## src/rtl/regfile_wb_arbiter_pkg.sv

```systemverilog
// Shared definitions for the register-file writeback arbiter.
package regfile_wb_arbiter_pkg;

    localparam int REG_ADDR_W = 5;
    localparam int REG_DATA_W = 16;

    // x0 is hard-wired zero; writes to it are never forwarded to the register file.
    localparam logic [REG_ADDR_W-1:0] REG_X0 = '0;

    typedef struct packed {
        logic [REG_ADDR_W-1:0] waddr;
        logic [REG_DATA_W-1:0] wdata;
    } wb_req_t;

endpackage

```

## src/rtl/regfile_wb_arbiter_wb_fifo.sv

```systemverilog
// Multiplier result FIFO; exposes every slot's address and valid bit for hazard lookup.
module wb_fifo #(
    parameter int AW    = 5,
    parameter int DW    = 16,
    parameter int DEPTH = 4
) (
    input  logic                          clk,
    input  logic                          arst_n,
    input  logic                          push,
    input  logic                          pop,
    input  logic [AW-1:0]                 push_addr,
    input  logic [DW-1:0]                 push_data,
    output logic [AW-1:0]                 head_addr,
    output logic [DW-1:0]                 head_data,
    output logic [$clog2(DEPTH):0]        count,
    output logic [DEPTH-1:0][AW-1:0]      entry_addr,
    output logic [DEPTH-1:0]              entry_valid
);
    localparam int PW = $clog2(DEPTH);
    localparam int CW = PW + 1;

    logic [DEPTH-1:0][AW-1:0] addr_reg;
    logic [DEPTH-1:0][DW-1:0] data_reg;
    logic [PW-1:0]            wr_ptr_reg;
    logic [PW-1:0]            rd_ptr_reg;
    logic [CW-1:0]            count_reg;

    always_ff @(posedge clk or negedge arst_n) begin
        if (!arst_n) begin
            addr_reg   <= '0;
            data_reg   <= '0;
            wr_ptr_reg <= '0;
            rd_ptr_reg <= '0;
            count_reg  <= '0;
        end else begin
            if (push) begin
                addr_reg[wr_ptr_reg] <= push_addr;
                data_reg[wr_ptr_reg] <= push_data;
                wr_ptr_reg           <= wr_ptr_reg + 1'b1;
            end
            if (pop) begin
                rd_ptr_reg <= rd_ptr_reg + 1'b1;
            end
            count_reg <= count_reg + CW'(push) - CW'(pop);
        end
    end

    assign head_addr  = addr_reg[rd_ptr_reg];
    assign head_data  = data_reg[rd_ptr_reg];
    assign count      = count_reg;
    assign entry_addr = addr_reg;

    // A slot is live when its distance from the read pointer is below the occupancy.
    generate
        for (genvar gi = 0; gi < DEPTH; gi++) begin : g_valid
            logic [PW-1:0] offs;
            assign offs            = PW'(gi) - rd_ptr_reg;
            assign entry_valid[gi] = ({1'b0, offs} < count_reg);
        end
    endgenerate

endmodule

```

## src/rtl/regfile_wb_arbiter.sv

```systemverilog
// Sole driver of the register-file write port: ALU stream first, then buffered
// multiplier results, then a same-cycle multiplier bypass when the FIFO is empty.
module regfile_wb_arbiter
    import regfile_wb_arbiter_pkg::*;
#(
    parameter int DATA_W = 16,
    parameter int ADDR_W = REG_ADDR_W,
    parameter int DEPTH  = 4
) (
    input  logic                     clk,
    input  logic                     arst_n,
    input  logic                     alu_wen,
    input  logic [ADDR_W-1:0]        alu_waddr,
    input  logic [DATA_W-1:0]        alu_wdata,
    input  logic                     mul_valid,
    output logic                     mul_ready,
    input  logic [ADDR_W-1:0]        mul_waddr,
    input  logic [DATA_W-1:0]        mul_wdata,
    input  logic [ADDR_W-1:0]        raddr_1,
    input  logic [ADDR_W-1:0]        raddr_2,
    output logic                     busy_1,
    output logic                     busy_2,
    output logic [$clog2(DEPTH):0]   count,
    output logic                     reg_write,
    output logic [ADDR_W-1:0]        waddr,
    output logic [DATA_W-1:0]        wdata
);
    localparam int CW = $clog2(DEPTH) + 1;
    localparam logic [ADDR_W-1:0] X0 = ADDR_W'(REG_X0);

    logic                    push;
    logic                    pop;
    logic                    bypass;
    logic [ADDR_W-1:0]       head_addr;
    logic [DATA_W-1:0]       head_data;
    logic [DEPTH-1:0][ADDR_W-1:0] entry_addr;
    logic [DEPTH-1:0]        entry_valid;
    logic [DEPTH-1:0]        hit_1;
    logic [DEPTH-1:0]        hit_2;

    wb_fifo #(
        .AW    (ADDR_W),
        .DW    (DATA_W),
        .DEPTH (DEPTH)
    ) u_fifo (
        .clk         (clk),
        .arst_n      (arst_n),
        .push        (push),
        .pop         (pop),
        .push_addr   (mul_waddr),
        .push_data   (mul_wdata),
        .head_addr   (head_addr),
        .head_data   (head_data),
        .count       (count),
        .entry_addr  (entry_addr),
        .entry_valid (entry_valid)
    );

    // Registered-only ready: a pop in the same cycle does not free a full FIFO.
    assign mul_ready = (count != CW'(DEPTH));

    always_comb begin
        reg_write = 1'b0;
        waddr     = '0;
        wdata     = '0;
        pop       = 1'b0;
        bypass    = 1'b0;
        if (alu_wen) begin
            if (alu_waddr != X0) begin
                reg_write = 1'b1;
                waddr     = alu_waddr;
                wdata     = alu_wdata;
            end
        end else if (count != '0) begin
            // x0 results are never enqueued, so the head is always a real write.
            reg_write = 1'b1;
            waddr     = head_addr;
            wdata     = head_data;
            pop       = 1'b1;
        end else if (mul_valid) begin
            bypass = 1'b1;
            if (mul_waddr != X0) begin
                reg_write = 1'b1;
                waddr     = mul_waddr;
                wdata     = mul_wdata;
            end
        end
        push = mul_valid && mul_ready && (mul_waddr != X0) && !bypass;
    end

    // Conservative: a head leaving this cycle still counts as pending.
    generate
        for (genvar gi = 0; gi < DEPTH; gi++) begin : g_busy
            assign hit_1[gi] = entry_valid[gi] && (entry_addr[gi] == raddr_1);
            assign hit_2[gi] = entry_valid[gi] && (entry_addr[gi] == raddr_2);
        end
    endgenerate

    assign busy_1 = (|hit_1) && (raddr_1 != X0);
    assign busy_2 = (|hit_2) && (raddr_2 != X0);

endmodule

```

## config.mk

```make
export PLATFORM = sky130hd
export DESIGN_NAME = regfile_wb_arbiter
export DESIGN_NICKNAME = d
export VERILOG_FILES = /design/src/rtl/regfile_wb_arbiter_pkg.sv /design/src/rtl/regfile_wb_arbiter_wb_fifo.sv /design/src/rtl/regfile_wb_arbiter.sv
export SDC_FILE = /design/constraint.sdc
export NUM_CORES = 1
export LEC_CHECK = 0
export CAP_MARGIN = 15
export CELL_PAD_IN_SITES_DETAIL_PLACEMENT = 1
export CELL_PAD_IN_SITES_GLOBAL_PLACEMENT = 2
export CORE_ASPECT_RATIO = 1.75
export CORE_UTILIZATION = 42
export CTS_BUF_LIST = sky130_fd_sc_hd__clkbuf_4 sky130_fd_sc_hd__clkbuf_8
export DETAILED_ROUTE_END_ITERATION = 8
export PLACE_DENSITY_LB_ADDON = 0.1
export SLEW_MARGIN = 15
export SYNTH_ARGS = -nofsm -noshare
export SYNTH_HDL_FRONTEND = slang
export SYNTH_SLANG_ARGS = --single-unit
```

## constraint.sdc

```tcl
create_clock -name clk -period 4.2 [get_ports clk]
set_input_delay 0.63 -clock clk [delete_from_list [all_inputs] [get_ports clk]]
set_output_delay 0.63 -clock clk [all_outputs]
set_load 0.01 [all_outputs]
```

==> impl_metrics.env <==
export IMPL_outcome="complete, no violations"
export IMPL_setup_viol=0
export IMPL_finalCritPeriodShare=0.864
export IMPL_max_freq_mhz=275
export IMPL_rsz0062_at_grt="no"
export IMPL_largest_reg_flops=64
export IMPL_nets=544
export IMPL_yosys_warnings=0
export IMPL_cts_root_buf="clkbuf_8"
export IMPL_dp_hpwl_mm=10.2
export IMPL_grt_overflow_total=0
export IMPL_grt_start_max_net_pins=66
export IMPL_grt_pass1_vias=3898
export IMPL_synth_area_top_cells="dfrtp_1 42%, mux2_4 22%, mux4_2 8.6%, xnor2_1 4.5%, buf_12 2.9%"
export IMPL_final_common_cell="dfrtp_1"
export IMPL_cts_htree_levels=3
export IMPL_wl_mm=14.5
export IMPL_start_kind="input port"
export IMPL_skew_ps=26.8
export IMPL_dp_cells=634
export IMPL_placed_area_um2=6340
export IMPL_synth_top_cell_by_area="dfrtp_1"
export IMPL_final_max_slew_viol_count=0
export IMPL_first_pass_iters=4
export IMPL_yosysUniqueCellTypes=33
export IMPL_die_w_um=88.4
export IMPL_post_route_min_period_ps=3630
export IMPL_pwr_density_cell_nw_per_um2=757
export IMPL_tightest_slew_ps=854
export IMPL_cts_path_max_buffers=2
export IMPL_std_cell_rows=54
export IMPL_syn_avg_cell_area_um2=13.5
export IMPL_maxCapViolations=0
export IMPL_hold_buffers=0
export IMPL_vias_per_cell=5.43
export IMPL_hold_viol_final=0
export IMPL_clk_pin_slew_worst_paths_ps=90
export IMPL_multi_input_area_um2=2890
export IMPL_cellLeakagePower_nw=2.79
export IMPL_worstSetupPathType="input port to output port"
export IMPL_coreArea_um2=12600
export IMPL_postCtsSetupBuffers=0
export IMPL_cts_tree="done"
export IMPL_rrSetupSlack_ps=1710
export IMPL_max_slew_margin_rel=0.431
export IMPL_die_area_um2=13500
export IMPL_holdWs_ps=364
export IMPL_synth_area_um2=5480
export IMPL_drcViolationCount=0
export IMPL_gp_congestion=0.848
export IMPL_grt_total_usage=0.230
export IMPL_drt_iter0_markers=154
export IMPL_synth_top_area_frac=0.416
export IMPL_layout_drive_gt1_share=0.295
export IMPL_seq_area_frac_synth=0.416
export IMPL_antenna_diode_count=0
export IMPL_fin_setup_tns_ps=0
export IMPL_hp_class="input port to asynchronous set/reset pin"
export IMPL_post_drt_wl_per_cell_um=22.3
export IMPL_vias=3531
export IMPL_syn_to_final_growth_pct=19.0
export IMPL_initial_core_util=0.436
export IMPL_fillCellCount=1317
export IMPL_ff2ff_path_depth=6
export IMPL_final_cell_mix="90 x dfrtp_1, 82 x clkdlybuf4s50_1, 80 x mux2_4"
export IMPL_syn_inst=405
export IMPL_cts_buffers_inserted=9
export IMPL_clock_sinks=91
export IMPL_numPortBuffers=83
export IMPL_grt_pass1_wl_mm=22.9
export IMPL_cts_resized=0
export IMPL_fin_cells=650
export IMPL_cp_data_arrival_time_ps=3000
export IMPL_critPathRequiredTime_ps=3570
export IMPL_ir_worst_vdd_mv=0.329
export IMPL_seq_area_um2=2280
export IMPL_crit_path_end_kind="output port"
export IMPL_cp_max_fo=13
export IMPL_clock_latency_ps=370
export IMPL_io_pins=84
export IMPL_synth_nets=472
export IMPL_antenna_found_initial=0
export IMPL_power_mw=4.94
export IMPL_r2r_start="u_fifo.count[2]"
export IMPL_design_area_um2=6520
export IMPL_die_height_um=153
export IMPL_ys_ff_latch=91
export IMPL_reg2reg_to="u_fifo.data_reg[32]"
export IMPL_ant_nets=0
## per-stage QoR
step	util	worst slack [ps]
3_3_place_gp	0.505	580
3_5_place_dp	0.505	550
2_1_floorplan	-	1400
6_report	0.519	570
5_1_grt	0.519	454
4_1_cts	0.519	545
## cells by family (layout without fill, tap and decap cells)
kind of cell,count (synthesis),after routing,synth area share
AO/OA/AOI/OAI,34,34,0.0477
XOR/XNOR,46,46,0.0735
adder cells (fa/ha/maj),11,11,0.0265
buffers and inverters,49,126,0.0584
flip-flops,91,91,0.416
multiplexers,105,105,0.314
AND/OR/NAND/NOR,69,69,0.0646
## worst max-delay path, cell delays in order
cell	delay, ps
clkdlybuf4s50_1	420
or4_1	530
o21a_1	410
buf_4	270
nor2_1	140
o21ai_0	110
clkdlybuf4s50_1	490
## cell type report
type | instances | area share
sequential | 91 | 0.349
timing repair buffer | 93 | 0.138
clock inverter | 5 | 0.00575
multi-input combinational | 265 | 0.442
tap | 168 | 0.0322
inverter | 17 | 0.00978
clock buffer | 11 | 0.0222
## cells in the mapped netlist
cell       n
a21boi_0   1
a21oi_1    3
a222oi_1   6
a22oi_1   15
and2_4     4
and3b_1    1
buf_1      1
buf_12     8
buf_2      5
clkbuf_1  18
dfrtp_1   91
fa_1       1
ha_1      10
inv_1     17
mux2_2     4
mux2_4    80
mux4_2    21
nand2_1   32
nand2b_1   2
nand3_1    9
nor2_1     4
nor2b_1    1
nor3_1     3
nor3b_4    1
nor4_1    10
o21a_1     2
o21ai_0    2
o21ai_2    1
o21ba_2    2
o22ai_1    2
or4_1      2
xnor2_1   28
xor2_1    18
## worst max path at each step
stage	start	endpoint	slack, ps	cells after the start
floorplan	u_fifo.rd_ptr_reg[0]	busy_1	1400	10
global placement	alu_waddr[0]	reg_write	580	7
detailed placement	alu_waddr[0]	wdata[15]	550	7
CTS	alu_waddr[0]	wdata[3]	550	7
global route	alu_waddr[0]	wdata[0]	450	7
finish	alu_waddr[0]	reg_write	570	7
## per-layer routing
metal | up-vias | track usage | part of all wire
met3 | 16 | 0.0265 | 0.036
li1 | 1578 | - | -
met2 | 93 | 0.412 | 0.55
met4 | 0 | 0.0707 | 0.023
met1 | 1844 | 0.282 | 0.39
met5 | - | 0 | 0
## power by group
group | internal, mW | total [mW] | switching (mW)
clock | 0.240 | 0.560 | 0.319
combinational | 1.60 | 2.66 | 1.06
sequential | 1.33 | 1.72 | 0.387
(Power assumes the default switching activity.)
==> RTL edit 1 (same flow settings) <==
Make the reset (`arst_n`) synchronous in one clocked block.
--- a/src/rtl/regfile_wb_arbiter_wb_fifo.sv
+++ b/src/rtl/regfile_wb_arbiter_wb_fifo.sv
@@ -25,7 +25,7 @@
     logic [PW-1:0]            rd_ptr_reg;
     logic [CW-1:0]            count_reg;
 
-    always_ff @(posedge clk or negedge arst_n) begin
+    always_ff @(posedge clk) begin
         if (!arst_n) begin
             addr_reg   <= '0;
             data_reg   <= '0;
Behaviour: differs if arst_n is asserted again (counterexample within 4 cycles, from zero or initial values and one cycle with arst_n low); with arst_n held inactive, the same outputs for 4 cycles.
==> RTL edit 1 against the unedited design <==
- worst hold slack improved by 0.10 ns
- setup slack got worse by 0.026 ns
- design area decreased by 5.9%
- synthesized area decreased by 7.1%
- sequential share of layout area decreased by 5.2 points
- routed wire length increased by 0.65%
- die area decreased by 7.0%
- count of clock-buffer cells in the layout unchanged
- sequential cell count unchanged
- critical path depth increased by 1
- clock skew decreased by 0.017 ns
- via count increased by 14%
- critical path type unchanged
- largest cell class unchanged
Power is not compared: it rests on default switching activity, and its combinational part moved more than twofold at a synthesized area within 25%.
==> RTL edit 1: results (changes against the unedited design) <==
* R2R cell count at 11 (was 6)
* Final std cells w/o fill at 723 (was 650)
* R2r setup slk at 1.63 ns (was 1.71 ns)
* Layout cell share with drive strength beyond 1 at 10.4% (was 29.5%)
* Crit path largest cell delay at 0.56 ns (was 0.53 ns)
* Skew final at 0.00963 ns (was 0.0268 ns)
* Dominant cell by count in the synthesized netlist: nand2_1 (was dfrtp_1)
* Outcome: finished clean (unchanged)
* Ranking of synthesized cells by area: dfxtp_1 (36%), mux2i_1 (17%), mux4_2 (9.3%), nand2_1 (8.3%), xnor2_1 (5.0%) (was dfrtp_1 (42%), mux2_4 (22%), mux4_2 (8.6%), xnor2_1 (4.5%), buf_12 (2.9%))
* Num rows at 52 (was 54)
* Largest net degree at the start of global routing at 98 (was 66)
* Post-Place Cells at 707 (was 634)
* Crit Reg-Reg Endpoint: u_fifo.count[2] (was u_fifo.data_reg[32])
* DR pass1 iterations at 5 (was 4)
* Worst Hold Class: register to register (was input pin to async pin)
* First-pass GRT wire length at 23.3 mm (was 22.9 mm)
* DR iter-0 viols at 196 (was 154)
* GRT Resource Usage Total at 24.5% (was 23.0%)
* Commonest cells post-synth: nand2_1 (112), dfxtp_1 (91), mux2i_1 (85) (was dfrtp_1 (91), mux2_4 (80), nand2_1 (32))
* DR WL/cell at 20.2 µm (was 22.3 µm)
* Top cell type's share of synthesized area at 35.8% (was 41.6%)
* Main flop type after synthesis: dfxtp_1 (was dfrtp_1)
* Slew margin rel. at 37.2% (was 43.1%)
* M1 GR Usage at 25.8% (was 28.2%)
* DP Area at 5910 µm² (was 6340 µm²)
* Post-synth ARST share at 0% (was 100%)
* Nets at 650 (was 544)
* Sequential share of the synthesized area at 35.8% (was 41.6%)
* Worst reg2reg startpoint: u_fifo.count[2] (unchanged)
* Number of global-route vias before repair at 4,424 (was 3,898)
* Crit. Startpoint: mul_waddr[0] (was alu_waddr[0])
* GPL Wtd Cong at 0.905 (was 0.848)
* Routed met3 length at 419 µm (was 521 µm)
* Arr. time, crit path at 3.03 ns (was 3.00 ns)
* Fin crit period at 3.66 ns (was 3.63 ns)
* Met2 routed WL at 8.17 mm (was 7.97 mm)
* M2 GR Usage at 47.3% (was 41.2%)
-- RTL edit 1: cell types whose count changed after synthesis, moves of 7 or more --
cell / unedited run / this run
clkbuf_1: 18 / 25
a21oi_1: 3 / 10
a222oi_1: 6 / 16
a22oi_1: 15 / 0
buf_12: 8 / 0
inv_1: 17 / 26
dfrtp_1: 91 / 0
mux2i_1: 0 / 85
mux2_4: 80 / 0
dfxtp_1: 0 / 91
buf_6: 0 / 9
nand2_1: 32 / 112
-- RTL edit 1: worst min path at each step --
stage	to	slack (ns)	cells after the start
finish	u_fifo.data_reg[45]	0.46	2
global route	u_fifo.data_reg[60]	0.48	2
CTS	u_fifo.data_reg[27]	0.47	2
detailed placement	u_fifo.data_reg[19]	0.46	2
global placement	u_fifo.data_reg[57]	0.44	2
floorplan	u_fifo.data_reg[17]	0.44	2
-- RTL edit 1: cell families after synthesis --
group / Yosys count / share of synthesized area (%)
muxes: 106 / 26.0
AOI/OAI and AO/OA: 39 / 6.19
and+or+nand+nor: 162 / 14.6
xor gates and xnor gates: 46 / 7.91
adders and majority gates: 11 / 2.85
buffers and inverters: 69 / 6.68
DFF: 91 / 35.8
-- RTL edit 1: power by group --
group          switching [mW]  internal [mW]  total (mW)
logic                   0.569          0.519        1.09
clock network           0.311          0.360       0.671
registers              0.0965          0.951        1.05
total                   0.976           1.83        2.81
-- RTL edit 1: cell type report --
class / instances / area, µm²
well taps: 135 / 169
inverters: 27 / 101
clock inverters: 5 / 83.8
clock buffers: 11 / 145
multi-input cells: 364 / 2930
fillers: 1316 / 5580
repair buffers: 90 / 881
flip-flops and latches: 91 / 1820
-- RTL edit 1: worst min-delay path, delay by kind of cell (launching register included) --
kind | cells | cell delay, ns
mux | 1 | 0.06
flops | 1 | 0.32
simple gates | 1 | 0.05
==> RTL edit 2 (same flow settings) <==
Made on the original files. `DEPTH` is set to 4 in 2 places; all go to 16.
--- a/src/rtl/regfile_wb_arbiter_wb_fifo.sv
+++ b/src/rtl/regfile_wb_arbiter_wb_fifo.sv
@@ -2,7 +2,7 @@
 module wb_fifo #(
     parameter int AW    = 5,
     parameter int DW    = 16,
-    parameter int DEPTH = 4
+    parameter int DEPTH = 16
 ) (
     input  logic                          clk,
     input  logic                          arst_n,
--- a/src/rtl/regfile_wb_arbiter.sv
+++ b/src/rtl/regfile_wb_arbiter.sv
@@ -5,7 +5,7 @@
 #(
     parameter int DATA_W = 16,
     parameter int ADDR_W = REG_ADDR_W,
-    parameter int DEPTH  = 4
+    parameter int DEPTH  = 16
 ) (
     input  logic                     clk,
     input  logic                     arst_n,
Ports: changed (resized count); port bits go from 84 to 86. The function was not compared with the original's and may differ.
==> RTL edit 2 against the unedited design <==
- critical path depth grew 6
- first-iteration DRC count rose to 3.7 times the old value
- design area grew to 3.5 times the old value
- sequential cell count grew 258
- total power rose to 3.8 times the old value
- setup slack lost 0.50 ns
- routed wire length grew to 4.1 times the old value
- non-clock buffer count increased by 88
- largest power group unchanged
- synthesized cell count rose to 3.5 times the old value
- synthesized area rose to 3.5 times the old value
- count of clock-buffer cells in the layout rose by 66
==> RTL edit 2: results (changes against the unedited design) <==
* Outcome: finished clean (unchanged)
* Final WL at 59.3 mm (was 14.5 mm)
* CTS max path bufs at 3 (was 2)
* VDD IR-drop max at 551 µV (was 329 µV)
* GRT Resource Usage Total at 26.6% (was 23.0%)
* Seq pwr at 6.34 mW (was 1.72 mW)
* Skew final at 0.0383 ns (was 0.0268 ns)
* Comb group at 9.47 mW (was 2.66 mW)
* Adder-cell share of the synthesized area at 3.12% (was 2.65%)
* Clock transition at path regs at 0.06 ns (was 0.09 ns)
* Synthesized net count at 1,508 (was 472)
* Crit Reg-Reg Endpoint: u_fifo.count[4] (was u_fifo.data_reg[32])
* R2r setup slk at 1.00 ns (was 1.71 ns)
* Leakage at 9.65 nW (was 2.79 nW)
* GPL Wtd Cong at 0.857 (was 0.848)
* Fillers at 4,456 (was 1,317)
* Number of global-route vias before repair at 14.1k (was 3,898)
* Arr. time, crit path at 3.50 ns (was 3.00 ns)
* Actual slew at the worst max-slew pin at 0.947 ns (was 0.854 ns)
* CTS H-tree lvls at 2 (was 3)
* DR iter-0 viols at 566 (was 154)
* Largest register FFs at 256 (was 64)
* Final hold slack at 0.0571 ns (was 0.364 ns)
* CP top delay family: simple AND/OR/NAND/NOR gates (was buffers and inverters)
* Sw frac at 37.4% (was 35.7%)
* Synth Area in Compound Gates at 2.91% (was 4.77%)
* Yosys cell types at 48 (was 33)
* Multiplexer share of the synthesized area at 32.2% (was 31.4%)
* Synth Area in XOR/XNOR at 8.22% (was 7.35%)
* DR pass1 iterations at 5 (was 4)
* Nets at 1,638 (was 544)
* Via count at 12.4k (was 3,531)
* CP Max Fanout at 5 (was 13)
* Initial antenna violation count at 1 (was 0)
* Largest net degree at the start of global routing at 111 (was 66)
## RTL edit 2: cell types whose count changed after synthesis, sizes merged, moves of 36 or more
| cell | delta |
|---|---|
| dfrtp | +258 |
| mux2 | +252 |
| xnor2 | +94 |
| mux4 | +84 |
| buf | +46 |
| xor2 | +39 |
| ha | +36 |
## RTL edit 2: what timing repair did
action,CTS,global route
setup endpoints to repair,23,10
gates resized for setup,48,21
buffers inserted,8,3
hold endpoints to repair,0,0
hold buffers,0,0
cloned,2,2
pin swaps,11,22
## RTL edit 2: how the worst max path moves through the flow
stage          slack (ns)                 start  cells after the start     end
5_1_grt             -0.14  u_fifo.rd_ptr_reg[0]                     15  busy_1
6_report             0.07  u_fifo.rd_ptr_reg[0]                     13  busy_2
4_1_cts             -0.09  u_fifo.rd_ptr_reg[1]                     12  busy_2
2_1_floorplan        0.23  u_fifo.rd_ptr_reg[1]                     15  busy_1
3_5_place_dp        -0.14  u_fifo.rd_ptr_reg[1]                     15  busy_1
3_3_place_gp        -0.07  u_fifo.rd_ptr_reg[1]                     15  busy_1
## RTL edit 2: area by class of cell
class | instances | share of cell area, %
timing repair buffer | 181 | 8.58
clock inverter | 15 | 0.406
multi-input combinational | 901 | 43.9
antenna | 1 | 0.0111
tap | 577 | 3.21
clock buffer | 77 | 4.23
sequential | 349 | 38.8
inverter | 49 | 0.867
## RTL edit 2: per-stage QoR
step	power [mW]	area, µm²	cells
after floorplan	12.1	19100	1405
after global routing	19.8	22500	2150
after global placement	15.0	21000	2042
after detailed placement	15.3	21000	2042
final	18.6	22500	2150
after CTS	18.6	22400	2144
## RTL edit 2: layer usage
metal  vias up  track usage [%]  wire length, µm
met5         -                0                0
met4         0             11.7             2960
met3       126             2.69             1640
met2       248             49.9            32900
met1      6665             29.7            21700
li1       5394                -                -
